--- config.mk ---
export PLATFORM = sky130hd
export DESIGN_NAME = mb8_arb
export DESIGN_NICKNAME = d
export VERILOG_FILES = /design/src/rtl/mb8_pkg.sv /design/src/rtl/mb8_arb_rr_pick.sv /design/src/rtl/mb8_arb.sv
export SDC_FILE = /design/constraint.sdc
export NUM_CORES = 1
export LEC_CHECK = 0
export BUFFER_PORTS_ARGS = -buffer_cell sky130_fd_sc_hd__buf_2
export CAP_MARGIN = 0
export CORE_MARGIN = 5
export CORE_UTILIZATION = 41
export CTS_CLUSTER_SIZE = 14
export DETAILED_ROUTE_END_ITERATION = 6
export GPL_ROUTABILITY_DRIVEN = 0
export PLACE_DENSITY_LB_ADDON = 0.08
export SLEW_MARGIN = 10
export SYNTH_ARGS = -nofsm -noshare
export SYNTH_HDL_FRONTEND = slang
export SYNTH_SLANG_ARGS = --single-unit
export TNS_END_PERCENT = 30
--- constraint.sdc ---
create_clock -name clk -period 5.8 [get_ports clk]
set_input_delay 0.87 -clock clk [delete_from_list [all_inputs] [get_ports clk]]
set_output_delay 0.87 -clock clk [all_outputs]
set_load 0.01 [all_outputs]
--- src/rtl/mb8_pkg.sv ---
// Shared types for the mb8 dictionary-memory arbiter: default address width,
// memory command record and arbiter state encoding.
package mb8_pkg;
  localparam int AW = 17;

  typedef struct packed {
    logic          we;
    logic [AW-1:0] ai;
    logic [7:0]    vi;
  } mb8_cmd_t;

  typedef enum logic {
    ARB  = 1'b0,
    HOLD = 1'b1
  } arb_state_e;
endpackage

--- src/rtl/mb8_arb_rr_pick.sv ---
// Rotating priority encoder: first asserted req at or after start, wrapping.
module rr_pick #(
  parameter int N  = 3,
  parameter int IW = (N > 1) ? $clog2(N) : 1
) (
  input  logic [N-1:0]  req,
  input  logic [IW-1:0] start,
  output logic [N-1:0]  onehot,
  output logic [IW-1:0] idx,
  output logic          any
);
  always_comb begin
    int c;
    c      = 0;
    onehot = '0;
    idx    = '0;
    any    = 1'b0;
    for (int k = 0; k < N; k++) begin
      c = (int'(start) + k) % N;
      if (!any && req[c]) begin
        any       = 1'b1;
        idx       = IW'(c);
        onehot[c] = 1'b1;
      end
    end
  end
endmodule

--- src/rtl/mb8_arb.sv ---
// Round-robin arbiter sharing the single-port dictionary memory between N
// masters, with optional bounded burst locking and tagged read return.
//
// Handshake: req[i] is a request for one byte access this cycle; gnt[i] in the
// same cycle means the access was issued (no separate ready). A granted read
// returns exactly one cycle later as rvalid[i] with data on vo.
module mb8_arb #(
  parameter int N        = 3,
  parameter int AW       = mb8_pkg::AW,
  parameter int MAX_LOCK = 16
) (
  input  logic                 clk,
  input  logic                 rst,
  input  logic [N-1:0]         req,
  input  logic [N-1:0]         lock,
  input  logic [N-1:0]         we,
  input  logic [N*AW-1:0]      ai,
  input  logic [N*8-1:0]       vi,
  output logic [N-1:0]         gnt,
  output logic [N-1:0]         rvalid,
  output logic [7:0]           vo,
  output logic                 m_we,
  output logic [AW-1:0]        m_ai,
  output logic [7:0]           m_vi,
  input  logic [7:0]           m_vo,
  output mb8_pkg::arb_state_e  state
);
  import mb8_pkg::*;

  localparam int IW = (N > 1) ? $clog2(N) : 1;
  localparam int LW = $clog2(MAX_LOCK + 1);

  arb_state_e    state_n;
  logic [IW-1:0] owner, owner_n, start, gnt_idx, pick_idx, rd_id;
  logic [LW-1:0] lcnt, lcnt_n;
  logic [N-1:0]  pick_oh;
  logic          pick_any, granted, rd_pend;

  // Search begins just past the last owner, so the last owner is lowest priority.
  assign start = (owner == IW'(N - 1)) ? '0 : owner + IW'(1);

  rr_pick #(.N(N), .IW(IW)) u_pick (
    .req    (req),
    .start  (start),
    .onehot (pick_oh),
    .idx    (pick_idx),
    .any    (pick_any)
  );

  always_comb begin
    gnt     = '0;
    gnt_idx = owner;
    granted = 1'b0;
    if (!rst) begin
      if (state == HOLD) begin
        if (req[owner]) begin
          gnt[owner] = 1'b1;
          granted    = 1'b1;
        end
      end else if (pick_any) begin
        gnt     = pick_oh;
        gnt_idx = pick_idx;
        granted = 1'b1;
      end
    end
  end

  always_comb begin
    m_we = 1'b0;
    m_ai = '0;
    m_vi = '0;
    if (granted) begin
      m_we = we[gnt_idx];
      m_ai = ai[int'(gnt_idx)*AW +: AW];
      m_vi = vi[int'(gnt_idx)*8 +: 8];
    end
  end

  // lcnt counts beats already issued in the burst; the beat that would make
  // it MAX_LOCK is the last one.
  always_comb begin
    state_n = state;
    owner_n = owner;
    lcnt_n  = lcnt;
    case (state)
      ARB: begin
        if (granted) begin
          owner_n = gnt_idx;
          if (lock[gnt_idx] && MAX_LOCK > 1) begin
            state_n = HOLD;
            lcnt_n  = LW'(1);
          end
        end
      end
      HOLD: begin
        if (!req[owner] || !lock[owner] || lcnt >= LW'(MAX_LOCK - 1)) begin
          state_n = ARB;
          lcnt_n  = '0;
        end else begin
          lcnt_n = lcnt + LW'(1);
        end
      end
      default: begin
        state_n = ARB;
        lcnt_n  = '0;
      end
    endcase
  end

  always_ff @(posedge clk) begin
    if (rst) begin
      state   <= ARB;
      owner   <= IW'(N - 1);
      lcnt    <= '0;
      rd_pend <= 1'b0;
      rd_id   <= '0;
    end else begin
      state   <= state_n;
      owner   <= owner_n;
      lcnt    <= lcnt_n;
      rd_pend <= granted && !m_we;
      rd_id   <= gnt_idx;
    end
  end

  always_comb begin
    rvalid = '0;
    if (rd_pend) rvalid[rd_id] = 1'b1;
  end

  assign vo = m_vo;
endmodule
==> metrics.txt, run 1 <==
n_diodes=0; Clock Path Buffers=2; fin. max-slew vios=0; vias=between 1,500 and 2,000; # Post-CTS Setup Buffers=0; largest net degree at the start of global routing=30; die area=5010 µm²; Pre-antenna DRT Iters=4; Post-Route WL=4.91 mm; run status=finished, final reports clean; Arrival @ worst endpoint=3.29 ns; worst skew pair latency=0.24 ns; first-pass GRT wire length=just under 8 mm; post-layout min period=~4.2 ns; CTS Root Cell=clkbuf_8; worst-margin pin slew=about 1.1 ns; Startpoint Class=input port; initial antenna violation count=0; Worst path max stage delay=0.90 ns; Detailed Route Iter0 Violations=121; vias in the first global route=about 1,700; Reg clk slew, reported paths=about 0.050 ns; area grow syn2layout=36.4%; Std-Cell Rows=22; Num CTS Buffers=3; multiplexer share of the synthesized area=20.2%; die height=a little over 70 µm; IO Port Bufs=118; post-synthesis cell type count=37; Post-Syn Area per Cell=8.55 µm²; MaxCap Viol Count=0; Post-Synth XOR/XNOR Area=0%; H-tree depth=1; Final nets=374; worst endpoint required time=roughly 4.9 ns; PnR worst setup slack=1.64 ns; CP Capture Type=primary output; reg2reg setup slack=2.85 ns; Synth Register Bits=11; YS warnings=0; final hold vios=0; pwr/cell area=a little under 200 nW/µm²; Initial Utilization=42.0%; Max VDD drop=approximately 90 µV; Resized Gates After CTS=0; maximum clock rate=241 MHz; Worst Clk Skew=around 0.0015 ns; Top cell by count, worst path=buf_2; largest family of logic cells by synthesized area=compound AO/OA/AOI/OAI gates; GRT overflow=0; HP Class=reg2reg; WS Path Type=in2out; synthesized cell area=~1500 µm²; compound-cell area share of the yosys netlist=between 20% and 30%; total track usage=18.4%; share of cells above drive strength 1=between 40 and 50%; register area share after synthesis=14.5%; CTS tree=done; Ports=about 140; vias per cell=5.26; Synthesized Nets=273; Adder-Cell Fraction of Synth Area=1.65%; number of nets still failing antenna checks after routing=0; Crit Path Max Fanout=29; Synth Instances=177; # clock sinks=11; CP Cell Sequence=buf_2 > nor2_4 > o21ai_0 > a32o_2 > nor2_2 > o2bb2ai_1 > and2_1 > buf_2; Core Region=3610 µm²; RSZ-0062 raised after global routing=no; WL per Instance=roughly 15 µm; Leak Pwr=0.999 nW; Residual DRC=0; HPWL Detailed=3.88 mm; slew margin rel.=~29%; setup TNS=0 ns; # hold bufs at CTS=0; Place WS=1.62 ns; post-route clock period utilization=71.7%; Finish-stage setup viols=0; die width=70.8 µm; Slowest-stage cell, CP=nor2_2; Post-Synth Simple-Gate Area=24.2%
layer usage:
layer	track usage [%]	up-vias	part of all wire, %	routed length [µm]
met2	31.0	74	49	2400
met5	0	-	0	0
met4	4.80	0	1.8	87
met1	21.8	775	40	1950
met3	7.24	9	9.5	466
li1	-	852	-	-
where the power goes:
part	internal, mW	total, mW	switching (mW)
sequential	0.0823	0.0958	0.0135
combinational	0.109	0.224	0.115
clock	0.0485	0.0798	0.0313
total	0.239	0.399	0.160
flip-flops by register name (all words and copies together), names as in the netlist:
register,cells
state,1
rd_id,2
owner,2
rd_pend,1
lcnt,5
stage by stage:
stage | area (µm²) | std cells | utilization [%] | hold slack, ns | power [mW]
6_report | 2070 | 325 | 57.3 | 0.535 | 0.399
5_1_grt | 2070 | 325 | 57.3 | 0.548 | 0.428
4_1_cts | 2070 | 325 | 57.3 | 0.530 | 0.402
3_5_place_dp | 2020 | 321 | 56.0 | 0.518 | 0.322
3_3_place_gp | 2020 | 321 | 56.0 | 0.494 | 0.321
2_1_floorplan | 1510 | 177 | - | 0.474 | 0.256
layout by cell type (no fill, tap or decap), types with 2 or more instances in the layout:
cell and instances:
dfxtp_1 11, a31o_2 3, inv_1 4, a21oi_1 2, nor2_1 9, clkbuf_8 3, nor3b_1 2, ha_1 2
and3b_1 3, o2bb2ai_1 26, o21ai_0 7, and2_1 26, nand3b_1 3, mux2i_1 29, nand2b_1 4, buf_2 118
a32o_1 2, nor2_2 2, o21a_1 3
cell usage after synthesis (all sizes together):
library cell / count / area share (%)
and3b: 3 / 1.7
nor2: 12 / 3.8
and4b: 1 / 0.66
nand2: 1 / 0.25
o21a: 3 / 1.5
nand2b: 4 / 1.7
buf: 16 / 8.1
nand3b: 3 / 1.5
a2111oi: 1 / 0.58
and2: 26 / 11
a211oi: 1 / 1.3
nor3: 1 / 0.33
inv: 4 / 0.99
clkbuf: 6 / 1.5
nor4: 1 / 0.41
a31o: 3 / 1.7
nor2b: 1 / 0.91
a32oi: 2 / 2.4
nor3b: 2 / 0.99
and3: 2 / 0.91
dfxtp: 11 / 15
a221oi: 1 / 0.99
o21ai: 8 / 2.6
mux2i: 29 / 19
nand3: 1 / 0.33
o2bb2ai: 26 / 15
ha: 2 / 1.7
mux2: 1 / 0.99
a32o: 3 / 2.0
a21oi: 2 / 0.66
final cells by class:
| class | count | area [µm²] |
|---|---|---|
| clock buffer | 4 | 45.0 |
| fill | 346 | 1540 |
| inverter | 4 | 15.0 |
| multi-input combinational | 140 | 1130 |
| sequential | 11 | 220 |
| tap | 48 | 60.1 |
| timing repair buffer | 118 | 591 |
final timing paths:
path,start,to,cells past startpoint
hold reg to reg,lcnt[4],lcnt[4],1
hold / removal,lcnt[4],lcnt[4],1
setup reg to reg,state,rd_pend,6
setup / recovery,rst,m_we,8
critical path, delay by kind of cell:
family | cells | cell delay [ns]
AO/OA/AOI/OAI | 3 | 0.84
AND/OR/NAND/NOR | 3 | 1.25
buffers and inverters | 2 | 0.32
cells by family (layout without fill, tap and decap cells):
family	Yosys count	count (layout)
DFF	11	11
AOI/OAI and AO/OA	50	50
and+or+nand+nor	58	58
adders and majority gates	2	2
buffers and inverters	26	126
muxes	30	30
Power figures use the tool's default switching activity.
==> run 2: changes to the inputs <==
--- a/config.mk
+++ b/config.mk
@@ -5,10 +5,11 @@
 export SDC_FILE = /design/constraint.sdc
 export NUM_CORES = 1
 export LEC_CHECK = 0
+export ABC_AREA = 1
 export BUFFER_PORTS_ARGS = -buffer_cell sky130_fd_sc_hd__buf_2
 export CAP_MARGIN = 0
 export CORE_MARGIN = 5
-export CORE_UTILIZATION = 41
+export CORE_UTILIZATION = 40
 export CTS_CLUSTER_SIZE = 14
 export DETAILED_ROUTE_END_ITERATION = 6
 export GPL_ROUTABILITY_DRIVEN = 0
==> constraint.sdc (replaced) <==
create_clock -name clk -period 4.2 [get_ports clk]
set_input_delay 0.63 -clock clk [delete_from_list [all_inputs] [get_ports clk]]
set_output_delay 0.63 -clock clk [all_outputs]
set_load 0.01 [all_outputs]
==> metrics.txt, run 2 <==
PnR worst setup slack=0.885 ns (was 1.64 ns); Area after DPL=2200 µm² (was 2020 µm²); Residual DRC=0 (unchanged); # hold bufs at CTS=0 (unchanged); register area share after synthesis=12.9% (was 14.5%); met2 wire length=2.70 mm (was 2.40 mm); RSZ-0062 raised after global routing=no (unchanged); Post-synth EDFFs=0 (unchanged); CTS tree=done (unchanged); max FFs per register=5 (unchanged); worst-margin pin slew=0.572 ns (was 1.07 ns); MaxCap Viol Count=0 (unchanged); CTS Root Cell=clkbuf_8 (unchanged); Ports=135 (unchanged); Post-Syn Area per Cell=6.04 µm² (was 8.55 µm²); met3 routed wirelength=446 µm (was 466 µm); post-layout min period=3.32 ns; final hold vios=0 (unchanged); Reg clk slew, reported paths=0.05 ns (about the same); first-pass GRT wire length=8.82 mm (was 7.74 mm); Max VDD drop=416 µV (was 92.1 µV); Detailed Route Iter0 Violations=134 (was 121); GRT overflow=0 (unchanged); Post-Route WL=5.65 mm (was 4.91 mm); die width=75.4 µm (was 70.8 µm); share of cells above drive strength 1=44.5% (was 48.4%); run status=finished, final reports clean (unchanged); Synth Instances=283 (was 177); number of nets still failing antenna checks after routing=0 (unchanged); largest cells by area after synthesis=nor2_1, dfxtp_1, nand2_1, a21oi_1, o21ai_1 (was mux2i_1, o2bb2ai_1, dfxtp_1, and2_1, buf_4); WS Path Type=reg2out (was in2out); pwr/cell area=649 nW/µm² (was 193 nW/µm²); setup TNS=0 ns (unchanged); WL per Instance=13.0 µm (was 15.1 µm); vias=2,102 (was 1,710); worst endpoint required time=3.57 ns (was 4.93 ns); Synthesized Nets=379 (was 273); Regs by FF count=lcnt: 5 flops, owner: 2 flops, rd_id: 2 flops (unchanged); Total Power=1.46 mW (was 0.399 mW); main flop type after synthesis=dfxtp_1 (unchanged); total track usage=19.2% (was 18.4%); n_diodes=0 (unchanged); worst hold slack=0.500 ns (was 0.535 ns); biggest area consumer among synthesized cells=nor2_1 (was mux2i_1); Crit Path Max Fanout=29 (unchanged); CP Capture Type=primary output (unchanged); initial antenna violation count=0 (unchanged); worst skew pair latency=0.24 ns (about the same); largest family of logic cells by synthesized area=simple AND/OR/NAND/NOR gates (was compound AO/OA/AOI/OAI gates); IO Port Bufs=118 (unchanged); Startpoint Class=flop (was input port); synthesized cell area=1710 µm² (was 1510 µm²); area grow syn2layout=31.2% (was 36.4%); Place WS=1.09 ns (was 1.62 ns); Synth top area share=14.5% (was 19.2%); post-synthesis cell type count=34 (was 37); HPWL Detailed=4.45 mm (was 3.88 mm); Final nets=481 (was 374); # Post-CTS Setup Buffers=0 (unchanged); YS warnings=0 (unchanged); Clock Path Buffers=2 (unchanged); die area=5680 µm² (was 5010 µm²); slew margin rel.=61.8% (was 28.5%); fin. max-slew vios=0 (unchanged); Pre-antenna DRT Iters=4 (unchanged); HP Class=reg2reg (unchanged); maximum clock rate=302 MHz; Initial Utilization=42.1% (was 42.0%); wl on met1=2.31 mm (was 1.95 mm); die height=75.4 µm (was 70.8 µm); vias in the first global route=2,015 (was 1,747); design area=2240 µm² (was 2070 µm²); largest net degree at the start of global routing=30 (unchanged); # clock sinks=11 (unchanged); post-route clock period utilization=78.9%; most frequent cell after synthesis=nor2_1 (was mux2i_1); Leak Pwr=1.17 nW (was 0.999 nW); Resized Gates After CTS=0 (unchanged); commonest non-fill, non-tap cell in the layout=buf_2 (unchanged); Core Region=4060 µm² (was 3610 µm²); Max Used Layer=met4 (unchanged); ys async rst share=0% (unchanged); Num CTS Buffers=3 (unchanged); vias per cell=4.84 (was 5.26); compound-cell area share of the yosys netlist=25.9% (was 28.8%); most frequent cells after synthesis=nor2_1, nand2_1, a21oi_1 (was mux2i_1, and2_1, o2bb2ai_1); H-tree depth=1 (unchanged); Finish-stage setup viols=0 (unchanged); Post-Synth XOR/XNOR Area=0% (unchanged); Worst Clk Skew=0.00157 ns (was 0.00152 ns); Biggest register=lcnt (unchanged); Std-Cell Rows=23 (was 22); multiplexer share of the synthesized area=0% (was 20.2%); most frequent cells in the layout=buf_2, nor2_1, nand2_1, a21oi_1, o21ai_1 (was buf_2, mux2i_1, o2bb2ai_1, and2_1, dfxtp_1); Synth Register Bits=11 (unchanged); Arrival @ worst endpoint=2.69 ns (was 3.29 ns); Post-Synth Simple-Gate Area=45.5% (was 24.2%); Adder-Cell Fraction of Synth Area=1.46% (was 1.65%)
## run 2: cells by family (layout without fill, tap and decap cells)
logic type	after synthesis	after routing
AND/OR/NAND/NOR	157	157
AO/OA/AOI/OAI	75	75
buffers and inverters	38	139
flip-flops	11	11
adder cells (fa/ha/maj)	2	2
## run 2: final timing paths
kind	to	from	slack, ns	depth (start not counted)
worst min register to register	lcnt[1]	lcnt[1]	0.50	2
worst max register to register	rd_pend	owner[0]	1.79	13
worst min-delay path	lcnt[1]	lcnt[1]	0.50	2
worst max-delay path	m_we	owner[0]	0.88	13
## run 2: final cells by class
cell class	count	area (µm²)
inverters	16	70.1
flip-flops and latches	11	220
clock buffers	4	45.0
well taps	50	62.6
multi-input cells	234	1250
repair buffers	119	598
fillers	424	1820
## run 2: report_power, final
| group | internal, mW | switching [mW] |
|---|---|---|
| clock network | 0.0667 | 0.0406 |
| registers | 0.130 | 0.0454 |
| logic | 0.422 | 0.751 |
## run 2: stage by stage
step                std cells  util (%)
floorplan                 283         -
global placement          430      54.1
detailed placement        430      54.1
CTS                       434      55.3
global route              434      55.3
finish                    434      55.3
## run 2: critical path, stage by stage (launching register included)
cell     delay (ns)
dfxtp_1        0.68
nor2_8         0.08
nand2_2        0.10
nand3_4        0.13
nand2_1        0.11
nand2_1        0.06
nand2_1        0.05
nand2_1        0.08
nand2_4        0.09
nand2_4        0.21
nor2_8         0.42
nand2_1        0.12
a21oi_1        0.16
buf_2          0.14
## run 2: routing by layer
metal,global-route usage (%),vias up
met1,23.7,874
met3,3.30,20
li1,-,1129
met2,32.6,79
met5,0,-
met4,8.35,0
